### src/rtl/ram_arbiter_if.sv
// Wishbone bundle shared by the two ram masters, the ram arbiter and the ram slave port.
// The slave modport is the arbiter's view; the master modport is the surrounding system's view.
interface ram_arbiter_if #(
    parameter int DAT_WIDTH = 64,
    parameter int ADR_WIDTH = 64
);
    logic [ADR_WIDTH-1:0] m0_adr_i;
    logic [DAT_WIDTH-1:0] m0_dat_i;
    logic                 m0_we_i;
    logic                 m0_stb_i;
    logic [DAT_WIDTH-1:0] m0_dat_o;
    logic                 m0_ack_o;
    logic                 m0_err_o;

    logic [ADR_WIDTH-1:0] m1_adr_i;
    logic [DAT_WIDTH-1:0] m1_dat_i;
    logic                 m1_we_i;
    logic                 m1_stb_i;
    logic [DAT_WIDTH-1:0] m1_dat_o;
    logic                 m1_ack_o;
    logic                 m1_err_o;

    logic [ADR_WIDTH-1:0] s_adr_o;
    logic [DAT_WIDTH-1:0] s_dat_o;
    logic                 s_we_o;
    logic                 s_stb_o;
    logic [DAT_WIDTH-1:0] s_dat_i;
    logic                 s_ack_i;
    logic                 s_err_i;

    logic [1:0]           gnt_o;

    modport slave (
        input  m0_adr_i, m0_dat_i, m0_we_i, m0_stb_i,
        output m0_dat_o, m0_ack_o, m0_err_o,
        input  m1_adr_i, m1_dat_i, m1_we_i, m1_stb_i,
        output m1_dat_o, m1_ack_o, m1_err_o,
        output s_adr_o, s_dat_o, s_we_o, s_stb_o,
        input  s_dat_i, s_ack_i, s_err_i,
        output gnt_o
    );

    modport master (
        output m0_adr_i, m0_dat_i, m0_we_i, m0_stb_i,
        input  m0_dat_o, m0_ack_o, m0_err_o,
        output m1_adr_i, m1_dat_i, m1_we_i, m1_stb_i,
        input  m1_dat_o, m1_ack_o, m1_err_o,
        input  s_adr_o, s_dat_o, s_we_o, s_stb_o,
        output s_dat_i, s_ack_i, s_err_i,
        input  gnt_o
    );
endinterface

### src/rtl/ram_arbiter.sv
// Two-master Wishbone arbiter in front of the single-port ram; one idle cycle separates stb phases.
// ARB_ROUND_ROBIN_EN: when defined, ties in IDLE go to the master that was not granted last.
module ram_arbiter #(
    parameter int DAT_WIDTH = 64,
    parameter int ADR_WIDTH = 64
) (
    input  logic          clk_i,
    input  logic          rst_n_i,
    ram_arbiter_if.slave  bus
);

    typedef enum logic [1:0] {
        IDLE = 2'd0,
        GNT0 = 2'd1,
        GNT1 = 2'd2
    } state_t;

    state_t state_r;
    state_t next_state_s;
    logic   last_gnt_r;
    logic   next_last_gnt_s;

    // Grant state and last-served master, cleared asynchronously.
    always_ff @(posedge clk_i or negedge rst_n_i) begin
        if (!rst_n_i) begin
            state_r    <= IDLE;
            last_gnt_r <= 1'b0;
        end else begin
            state_r    <= next_state_s;
            last_gnt_r <= next_last_gnt_s;
        end
    end

    // Arbitration: pick a master from IDLE, hold the grant for the whole stb phase.
    always_comb begin
        next_state_s    = state_r;
        next_last_gnt_s = last_gnt_r;
        case (state_r)
            IDLE: begin
                if (bus.m0_stb_i && bus.m1_stb_i) begin
`ifdef ARB_ROUND_ROBIN_EN
                    if (last_gnt_r) begin
                        next_state_s = GNT0;
                    end else begin
                        next_state_s = GNT1;
                    end
`else
                    next_state_s = GNT0;
`endif
                end else if (bus.m0_stb_i) begin
                    next_state_s = GNT0;
                end else if (bus.m1_stb_i) begin
                    next_state_s = GNT1;
                end else begin
                    next_state_s = IDLE;
                end
            end
            GNT0: begin
                if (!bus.m0_stb_i) begin
                    next_state_s    = IDLE;
                    next_last_gnt_s = 1'b0;
                end else begin
                    next_state_s = GNT0;
                end
            end
            GNT1: begin
                if (!bus.m1_stb_i) begin
                    next_state_s    = IDLE;
                    next_last_gnt_s = 1'b1;
                end else begin
                    next_state_s = GNT1;
                end
            end
            default: begin
                next_state_s = IDLE;
            end
        endcase
    end

    // Bus muxing keyed only on the registered state, so stb never reaches gnt combinationally.
    always_comb begin
        bus.s_adr_o  = {ADR_WIDTH{1'b0}};
        bus.s_dat_o  = {DAT_WIDTH{1'b0}};
        bus.s_we_o   = 1'b0;
        bus.s_stb_o  = 1'b0;
        bus.m0_ack_o = 1'b0;
        bus.m0_err_o = 1'b0;
        bus.m1_ack_o = 1'b0;
        bus.m1_err_o = 1'b0;
        bus.gnt_o    = 2'b00;
        case (state_r)
            IDLE: begin
                bus.gnt_o = 2'b00;
            end
            GNT0: begin
                bus.s_adr_o  = bus.m0_adr_i;
                bus.s_dat_o  = bus.m0_dat_i;
                bus.s_we_o   = bus.m0_we_i;
                bus.s_stb_o  = bus.m0_stb_i;
                bus.m0_ack_o = bus.s_ack_i;
                bus.m0_err_o = bus.s_err_i;
                bus.gnt_o    = 2'b01;
            end
            GNT1: begin
                bus.s_adr_o  = bus.m1_adr_i;
                bus.s_dat_o  = bus.m1_dat_i;
                bus.s_we_o   = bus.m1_we_i;
                bus.s_stb_o  = bus.m1_stb_i;
                bus.m1_ack_o = bus.s_ack_i;
                bus.m1_err_o = bus.s_err_i;
                bus.gnt_o    = 2'b10;
            end
            default: begin
                bus.gnt_o = 2'b00;
            end
        endcase
    end

    // Read data is broadcast; only ack qualifies it.
    assign bus.m0_dat_o = bus.s_dat_i;
    assign bus.m1_dat_o = bus.s_dat_i;

endmodule

### src/flat_wrapper.sv
// flat-port wrapper written by rule: the top's interface ports become plain ports
module ram_arbiter_flat 
#(
    parameter int DAT_WIDTH = 64,
    parameter int ADR_WIDTH = 64
)
  (clk_i, rst_n_i, bus_m0_adr_i, bus_m0_dat_i, bus_m0_we_i, bus_m0_stb_i, bus_m0_dat_o, bus_m0_ack_o, bus_m0_err_o, bus_m1_adr_i, bus_m1_dat_i, bus_m1_we_i, bus_m1_stb_i, bus_m1_dat_o, bus_m1_ack_o, bus_m1_err_o, bus_s_adr_o, bus_s_dat_o, bus_s_we_o, bus_s_stb_o, bus_s_dat_i, bus_s_ack_i, bus_s_err_i, bus_gnt_o);
  ram_arbiter_if #(.DAT_WIDTH(DAT_WIDTH), .ADR_WIDTH(ADR_WIDTH)) bus_i ();
  input  logic clk_i;
  input  logic rst_n_i;
  input wire logic [$bits(bus_i.m0_adr_i)-1:0] bus_m0_adr_i;
  input wire logic [$bits(bus_i.m0_dat_i)-1:0] bus_m0_dat_i;
  input wire logic [$bits(bus_i.m0_we_i)-1:0] bus_m0_we_i;
  input wire logic [$bits(bus_i.m0_stb_i)-1:0] bus_m0_stb_i;
  output wire logic [$bits(bus_i.m0_dat_o)-1:0] bus_m0_dat_o;
  output wire logic [$bits(bus_i.m0_ack_o)-1:0] bus_m0_ack_o;
  output wire logic [$bits(bus_i.m0_err_o)-1:0] bus_m0_err_o;
  input wire logic [$bits(bus_i.m1_adr_i)-1:0] bus_m1_adr_i;
  input wire logic [$bits(bus_i.m1_dat_i)-1:0] bus_m1_dat_i;
  input wire logic [$bits(bus_i.m1_we_i)-1:0] bus_m1_we_i;
  input wire logic [$bits(bus_i.m1_stb_i)-1:0] bus_m1_stb_i;
  output wire logic [$bits(bus_i.m1_dat_o)-1:0] bus_m1_dat_o;
  output wire logic [$bits(bus_i.m1_ack_o)-1:0] bus_m1_ack_o;
  output wire logic [$bits(bus_i.m1_err_o)-1:0] bus_m1_err_o;
  output wire logic [$bits(bus_i.s_adr_o)-1:0] bus_s_adr_o;
  output wire logic [$bits(bus_i.s_dat_o)-1:0] bus_s_dat_o;
  output wire logic [$bits(bus_i.s_we_o)-1:0] bus_s_we_o;
  output wire logic [$bits(bus_i.s_stb_o)-1:0] bus_s_stb_o;
  input wire logic [$bits(bus_i.s_dat_i)-1:0] bus_s_dat_i;
  input wire logic [$bits(bus_i.s_ack_i)-1:0] bus_s_ack_i;
  input wire logic [$bits(bus_i.s_err_i)-1:0] bus_s_err_i;
  output wire logic [$bits(bus_i.gnt_o)-1:0] bus_gnt_o;
  assign bus_i.m0_adr_i = bus_m0_adr_i;
  assign bus_i.m0_dat_i = bus_m0_dat_i;
  assign bus_i.m0_we_i = bus_m0_we_i;
  assign bus_i.m0_stb_i = bus_m0_stb_i;
  assign bus_m0_dat_o = bus_i.m0_dat_o;
  assign bus_m0_ack_o = bus_i.m0_ack_o;
  assign bus_m0_err_o = bus_i.m0_err_o;
  assign bus_i.m1_adr_i = bus_m1_adr_i;
  assign bus_i.m1_dat_i = bus_m1_dat_i;
  assign bus_i.m1_we_i = bus_m1_we_i;
  assign bus_i.m1_stb_i = bus_m1_stb_i;
  assign bus_m1_dat_o = bus_i.m1_dat_o;
  assign bus_m1_ack_o = bus_i.m1_ack_o;
  assign bus_m1_err_o = bus_i.m1_err_o;
  assign bus_s_adr_o = bus_i.s_adr_o;
  assign bus_s_dat_o = bus_i.s_dat_o;
  assign bus_s_we_o = bus_i.s_we_o;
  assign bus_s_stb_o = bus_i.s_stb_o;
  assign bus_i.s_dat_i = bus_s_dat_i;
  assign bus_i.s_ack_i = bus_s_ack_i;
  assign bus_i.s_err_i = bus_s_err_i;
  assign bus_gnt_o = bus_i.gnt_o;
  ram_arbiter #(.DAT_WIDTH(DAT_WIDTH), .ADR_WIDTH(ADR_WIDTH)) u_core (.clk_i(clk_i), .rst_n_i(rst_n_i), .bus(bus_i));
endmodule
### config.mk
export PLATFORM = sky130hd
export DESIGN_NAME = ram_arbiter_flat
export DESIGN_NICKNAME = d
export VERILOG_FILES = /design/src/rtl/ram_arbiter_if.sv /design/src/rtl/ram_arbiter.sv /design/src/flat_wrapper.sv
export SDC_FILE = /design/constraint.sdc
export NUM_CORES = 1
export LEC_CHECK = 0
export ABC_CLOCK_PERIOD_IN_PS = 2400
export BUFFER_PORTS_ARGS = -buffer_cell sky130_fd_sc_hd__buf_2
export CAP_MARGIN = 25
export CELL_PAD_IN_SITES_DETAIL_PLACEMENT = 1
export CELL_PAD_IN_SITES_GLOBAL_PLACEMENT = 1
export CORE_AREA = 5 5 228 230
export DETAILED_ROUTE_END_ITERATION = 12
export DIE_AREA = 0 0 233 235
export GPL_TIMING_DRIVEN = 0
export PLACE_DENSITY_LB_ADDON = 0.1
export SLEW_MARGIN = 40
export SYNTH_ARGS = -nofsm -noshare
export SYNTH_HDL_FRONTEND = slang
export SYNTH_SLANG_ARGS = --single-unit
### constraint.sdc
create_clock -name clk_i -period 2.4 [get_ports clk_i]
set_clock_uncertainty 0.05 [all_clocks]
set_input_delay 0.24 -clock clk_i [delete_from_list [all_inputs] [get_ports clk_i]]
set_output_delay 0.24 -clock clk_i [all_outputs]
set_load 0.005 [all_outputs]
# After elaboration in Yosys (flattened, before gate mapping)
# Cells that the tools add are included.
# totals
ff_bits	2
input_bits	328
output_inout_bits	264
# classes
eq_ne	2
muxes	14
n_reduce_logical	2
# ops
op	n
$pmux 64 s2	2
$mux 2	3
$pmux 2 s3	1
$mux 1	5
$pmux 1 s2	2
$pmux 2 s2	1
$eq 2x1->1 const B	1
$eq 2x2->1 const B	1
$logic_not 2->1	1
$logic_and 1x1->1	1

# Logic depth before layout (Yosys ltp)
# Gate-level depths: netlist of run 1.
# depth
depth_word	4
depth_mapped	7

# Worst setup path after synthesis of run 1
# No wires, ideal clock.
# synth_path
path_type	register -> output
start	reg u_core.state_r[1]
end	out bus_s_adr_o[0]
arrival_time_ps	1287
slack_ps	823
stages_incl_launch_ff	6
cell_sequence	dfrtp_1 -> inv_1 -> ha_1 -> buf_4 -> clkbuf_1 -> nor2b_1
# synth_between
elab_chain_len	2
elab_cells_between_ends	3
# synth_lines
item	line	rtl
start: declaration	ram_arbiter.sv:18	state_t state_r;
start signal: assignment	ram_arbiter.sv:29	state_r <= next_state_s;
$eq 2x2->1 / $eq 2x1->1 (equally long branches)	ram_arbiter.sv:91	case (state_r)
$pmux 64 s2 (*)	ram_arbiter.sv:91	
end: declaration	flat_wrapper.sv:25	output wire logic [$bits(bus_i.s_adr_o)-1:0] bus_s_adr_o;
# Every way passes the cells marked *; elsewhere a longest branch is shown, timed or not.

# Final worst setup path of run 1
# layout_path
start	reg u_core.state_r[1]
end	out bus_s_dat_o[9]
# layout_between
elab_chain_len	2
elab_cells_between_ends	3
# layout_lines
item	line	rtl
$eq 2x2->1 / $eq 2x1->1 (equally long branches)	ram_arbiter.sv:91	
$pmux 64 s2 (*)	ram_arbiter.sv:91	
end: declaration	flat_wrapper.sv:26	output wire logic [$bits(bus_i.s_dat_o)-1:0] bus_s_dat_o;
# Marked as above.

==> results of run 1 <==
-- metal layers --
layer	vias to the layer above	part of all wire (%)	GRT usage (%)
met4	6	0.29	0.698
met5	-	0.17	0
met3	11	9.4	2.80
met2	264	57	18.6
met1	2356	33	8.72
li1	2509	-	-
-- critical path, cell delays in order (launching register included) --
cell     delay, ns
dfrtp_1       0.43
inv_1         0.11
ha_1          0.38
buf_8         0.20
buf_2         0.22
nor2b_2       0.23
buf_2         0.14
-- what timing repair did --
| action | in CTS | in global routing |
|---|---|---|
| hold endpoints to repair | 2 | 0 |
| cloned | 0 | 0 |
| setup endpoints to repair | 93 | 16 |
| resized for setup | 13 | 7 |
| hold buffers | 1 | 0 |
-- stage by stage --
step	util, %	instance area, sq um
2_1_floorplan	-	3620
3_3_place_gp	14.3	7100
3_5_place_dp	14.3	7100
4_1_cts	14.5	7210
5_1_grt	14.5	7220
6_report	14.5	7220
-- worst max-delay path by stage --
stage                 endpoint  slack [ns]  depth (start not counted)
2_1_floorplan   bus_s_adr_o[0]        0.82                          5
3_3_place_gp   bus_s_dat_o[26]       0.001                          6
3_5_place_dp   bus_s_dat_o[26]        0.01                          6
4_1_cts         bus_s_dat_o[9]        0.01                          6
5_1_grt        bus_s_dat_o[26]     0.00008                          6
6_report        bus_s_dat_o[9]        0.18                          6
-- cell type report --
class / instances / share of cell area, %
diodes: 1 / 0.0347
plain buffers: 172 / 18.6
clock buffers: 3 / 1.04
inverters: 3 / 0.156
multi-input cells: 273 / 31.2
flip-flops and latches: 2 / 0.693
well taps: 672 / 11.6
repair buffers: 528 / 36.7
-- where the power goes --
group | total (uW) | switching (uW) | internal [uW] | leakage, uW
clock network | 249 | 36.9 | 212 | 0.0000370
registers | 40.7 | 4.11 | 36.6 | 0.0000254
logic | 1490 | 678 | 809 | 0.00368
-- kinds of logic after synthesis --
family / share of synthesized area, %
compound gates: 36.3
fa+ha+maj: 2.07
buf+inv: 36.8
flops: 1.38
simple gates: 23.5
-- cells in the final DEF (no fill, tap or decap), types with 2 or more instances in the layout --
cell,count
clkbuf_16,3
a22oi_1,64
buf_6,11
and2_1,4
dfrtp_1,2
buf_8,8
clkbuf_1,3
ha_1,6
buf_2,541
buf_4,128
inv_1,3
nor2b_1,129
clkbuf_2,6
nor2b_2,3
a22oi_2,66
==> summary.md, run 1 <==
| Metric | Value |
|---|---|
| FP Rows | `82` |
| Worst Hold Path EP | `u_core.state_r[1]` |
| Hold Crit Class | `in -> reg` |
| Max VDD drop | `about 0.12 mV` |
| WL final | `approximately 27 mm` |
| Syn-to-layout area delta | `99.2%` |
| Routed Antenna Nets | `0` |
| Initial antenna violation count | `4` |
| Post-CTS setup buffer count | `0` |
| Final worst setup slack | `approximately 0.18 ns` |
| CTS tree | `done` |
| Routability Congestion | `around 0.70` |
| PwrDens | `246 nW/um^2` |
| TNS Setup | `0 ns` |
| Port bufs | `between 500 and 600` |
| DP HPWL | `approximately 24 mm` |
| Crit start category | `flop` |
| Hold Startpoint | `bus_m1_stb_i` |
| Synth warnings | `0` |
| Grt total ovfl | `0` |
| Seq. cell area | `50.0 sq um` |
| DRC errors left | `0` |
| Outcome | `completed` |
| # fillers | `6,165` |
| RR Startpoint | `u_core.state_r[0]` |
| CP Data Arrival Time | `roughly 1.9 ns` |
| Starting Density | `under 10%` |
| CTS buffer count | `3` |
| Leakage power | `0.00374 uW` |
| Async S/R FF share, synth | `100%` |
| Die Ht | `235 um` |
| Via total after detailed routing | `between 5,000 and 6,000` |
| Worst Tran Pin Value | `roughly 0.44 ns` |
| First-pass DRT Iterations | `4` |
| I/O pins | `roughly 600` |
| Setup WS pre-CTS | `between 0.01 and 0.015 ns` |
| Tot GR Track Use | `about 9%` |
| Max reg flops | `2` |
| First-pass GRT wire length | `between 30 and 40 mm` |
| Vias in the first global route | `5,486` |
| Clk root buf | `clkbuf_16` |
| Final hold vios | `0` |
| Most frequent cell after synthesis | `nor2b_1` |
| Critical Path RT | `around 2.1 ns` |
| Die width | `around 230 um` |
| Placed Cells | `between 1,500 and 2,000` |
| Post-synthesis sequential area ratio | `roughly 1.4%` |
| H-tree depth | `1` |
| Min Tclk post-route | `~2.2 ns` |
| Worst-path clk slew | `approximately 0.030 ns` |
| Slew Viols, Final | `0` |
| Critical Path Source | `u_core.state_r[1]` |
| Top-area cell type share of the netlist area | `26.7%` |
| Netlist Area Pre-Place | `3620 sq um` |
| Crit Reg-Reg Endpoint | `u_core.state_r[1]` |
| Syn_area_per_cell | `approximately 8.1 sq um` |
| Die ar. | `~55,000 sq um` |
| Layout cells sized above 1 | `about four fifths` |
| Critical Path Sink Type | `output port` |
| Largest net degree at the start of global routing | `11` |
| Area of the multi-input gates | `approximately 2200 sq um` |
| Most used DFF post-synth | `dfrtp_1` |
| Area leader, netlist | `buf_4` |
| Mapped Nets | `~800` |
| Crit path kind | `reg -> out` |
| Setup-failing EPs final | `0` |
| Hold depth | `2` |
| DRT iter0 DRCs | `86` |
| FF+latch count, synth | `2` |
| Yosys cell types | `14` |
| Largest cells by area after synthesis | `buf_4, a22oi_2, nor2b_1` |
| Internal reg-to-reg setup slack | `approximately 0.80 ns` |
| Nets | `1,317` |
| Cell Count, Final, Fillers Out | `1,654` |
| Core Area | `49,700 sq um` |
| Tcrit/Tclk final | `slightly above 90%` |
| Worst Path Max Fanout | `10` |
| Worst-Skew Late Latency | `approximately 0.22 ns` |
| Routed wire per std cell | `around 16 um` |
| Worst slew margin | `70.5%` |
| DR vias/cell | `roughly 3.1` |
| Total Power | `about 1800 uW` |
| Clk sink count | `2` |
| Syn Inst Count | `450` |
| Most frequent cells after synthesis | `nor2b_1, buf_4, a22oi_2` |
| Top Registers | `u_core.state_r x2` |
| Most flop-heavy register | `u_core.state_r` |
| Fmax | `~450 MHz` |
| WHS | `between 0.2 and 0.25 ns` |
| Maxcap violations | `0` |
| CTS Buffer Depth | `2` |
| RSZ-0062 raised after global routing | `no` |
| Reg2Reg Depth | `6` |
| Post-synth EDFFs | `0` |
Note: power is estimated with default switching activity, not from simulation.
==> run 2, diff against run 1 <==
- ABC_CLOCK_PERIOD_IN_PS: 2400 -> 1830
- BUFFER_PORTS_ARGS: -buffer_cell sky130_fd_sc_hd__buf_2 -> -buffer_cell sky130_fd_sc_hd__buf_4
- clock period: 2.4 -> 1.83 ns (I/O delays scaled with it)
==> summary.md, run 2 (synthesis gave the netlist of run 1 again) <==
| Metric | Value |
|---|---|
| Clk sink count | `2 (unchanged)` |
| Worst slew margin | `79.2% (was 70.5%)` |
| Worst-Skew Late Latency | `0.22 ns (about the same)` |
| Routed Antenna Nets | `0 (unchanged)` |
| Maxcap violations | `0 (unchanged)` |
| Critical Path Sink Type | `output port (unchanged)` |
| Max VDD drop | `0.234 mV (was 0.122 mV)` |
| Commonest non-fill, non-tap cell in the layout | `buf_4 (was buf_2)` |
| Worst Path Max Fanout | `8 (was 10)` |
| DRC errors left | `0 (unchanged)` |
| CTS buffer count | `3 (unchanged)` |
| PwrDens | `343 nW/um^2 (was 246 nW/um^2)` |
| Top Registers | `u_core.state_r x2 (unchanged)` |
| Port bufs | `527 (unchanged)` |
| Crit start category | `flop (unchanged)` |
| Setup-failing EPs final | `134 (was 0)` |
| Final worst setup slack | `-0.166 ns (was 0.180 ns)` |
| Starting Density | `7.30% (unchanged)` |
| DP HPWL | `26.1 mm (was 24.2 mm)` |
| Via total after detailed routing | `5,330 (was 5,146)` |
| Fmax | `501 MHz` |
| Worst-path clk slew | `0.03 ns (about the same)` |
| WHS | `0.170 ns (was 0.229 ns)` |
| Most frequent cells in the layout | `buf_4, a22oi_2, nor2b_1, a22oi_1, nor2b_4 (was buf_2, nor2b_1, buf_4)` |
| Failing checks | `setup timing` |
| CP Data Arrival Time | `1.76 ns (was 1.93 ns)` |
| Tcrit/Tclk final | `109%` |
| Core Area | `49,700 sq um (unchanged)` |
| Routed wire per std cell | `18.4 um (was 16.4 um)` |
| Inserted Diodes | `0 (was 1)` |
| RSZ-0062 raised after global routing | `yes (was no)` |
| Vias in the first global route | `5,670 (was 5,486)` |
| CTS tree | `done (unchanged)` |
| DR vias/cell | `3.19 (was 3.11)` |
| I/O pins | `592 (unchanged)` |
| Outcome | `finished with violations (was completed)` |
| CTS Buffer Depth | `2 (unchanged)` |
| # fillers | `5,936 (was 6,165)` |
| Nets | `1,334 (was 1,317)` |
| Setup WS pre-CTS | `-0.444 ns (was 0.0107 ns)` |
| WL final | `30.7 mm (was 27.1 mm)` |
| Slew Viols, Final | `0 (unchanged)` |
| Seq. cell area | `52.6 sq um (was 50.0 sq um)` |
| Max reg flops | `2 (unchanged)` |
| Area of the multi-input gates | `2750 sq um (was 2250 sq um)` |
| Min Tclk post-route | `between 1.5 and 2 ns` |
| Clk root buf | `clkbuf_16 (unchanged)` |
| Layout cells sized above 1 | `88.2% (was 78.3%)` |
| Crit path kind | `reg -> out (unchanged)` |
| Die Ht | `235 um (unchanged)` |
| H-tree depth | `1 (unchanged)` |
| First-pass DRT Iterations | `4 (unchanged)` |
| Leakage power | `0.00457 uW (was 0.00374 uW)` |
| Critical Path RT | `1.60 ns (was 2.11 ns)` |
| Routability Congestion | `0.708 (was 0.703)` |
| FP Rows | `82 (unchanged)` |
| Final hold vios | `0 (unchanged)` |
| Tot GR Track Use | `10.0% (was 8.92%)` |
| Syn-to-layout area delta | `168% (was 99.2%)` |
| Die ar. | `54,800 sq um (unchanged)` |
| Grt total ovfl | `0 (unchanged)` |
| Worst Tran Pin Value | `0.311 ns (was 0.443 ns)` |
| Hold Crit Class | `in -> reg (unchanged)` |
| DRT iter0 DRCs | `101 (was 86)` |
| First-pass GRT wire length | `41.5 mm (was 37.4 mm)` |
| Largest net degree at the start of global routing | `11 (unchanged)` |
| Initial antenna violation count | `0 (was 4)` |
| Die width | `233 um (unchanged)` |
| Most flop-heavy register | `u_core.state_r (unchanged)` |
## run 2: cell types whose count changed in the layout (fill, tap and decap cells not counted), moves of 26 or more
cell,previous run,this run
nor2b_4,0,48
nor2b_2,3,30
buf_2,541,4
buf_6,11,37
nor2b_1,129,54
buf_4,128,627
## run 2: worst paths after layout
kind / from / endpoint / slack (ns) / cells past startpoint
worst max-delay path: u_core.state_r[0] / bus_s_adr_o[41] / -0.17 / 8
worst min-delay path: bus_m1_stb_i / u_core.state_r[1] / 0.17 / 2
worst max register to register: u_core.state_r[0] / u_core.state_r[1] / 0.21 / 7
worst min register to register: u_core.state_r[1] / u_core.state_r[0] / 0.46 / 1
max in group asynchronous: rst_n_i / u_core.state_r[0] / 1.35 / 2
min in group asynchronous: rst_n_i / u_core.state_r[1] / 0.27 / 2
## run 2: worst max-delay path, cell delays in order, from the launching register on
cell and delay (ns):
dfrtp_2 0.40, inv_2 0.06, ha_2 0.18, buf_8 0.14, buf_12 0.16, buf_12 0.15, a22oi_2 0.22, nor2b_2 0.07
buf_4 0.14
## run 2: area by class of cell
type	count	share of cell area [%]
inverter	3	0.116
clock buffer	3	0.773
multi-input combinational	273	28.3
sequential	2	0.541
timing repair buffer	545	45.2
buffer	172	16.4
tap	672	8.66
## run 2: repair_timing
item / 4_1_cts / 5_1_grt
gates resized for setup: 79 / 162
setup endpoints to repair: 134 / 134
buffers inserted: 9 / 0
hold buffers: 1 / 0
pin swaps: 2 / 1
endpoints found under the hold margin: 2 / 0
gates cloned: 2 / 7
## run 2: where the power goes
group / internal [uW] / switching [uW]
registers: 48.7 / 5.70
clock network: 278 / 51.1
logic: 1850 / 1100
## run 2: routing by layer
metal	routed length [um]	track usage (%)	part of all wire [%]	up-vias
li1	-	-	-	2555
met1	9770	9.60	32	2492
met2	17400	20.4	57	271
met3	3310	4.00	11	12
met4	244	0.931	0.79	0
met5	0	0	0	-
## run 2: metrics by stage
stage	setup TNS (ns)	power, uW	utilization (%)	std cells	instance area (sq um)
after floorplan	0	1060	-	450	3620
after global placement	-34.72	2460	17.0	1649	8420
after detailed placement	-32.46	2450	17.0	1649	8420
after CTS	-23.23	3010	18.0	1664	8920
after global routing	-29.65	3580	19.5	1670	9710
final	-15.08	3330	19.5	1670	9710
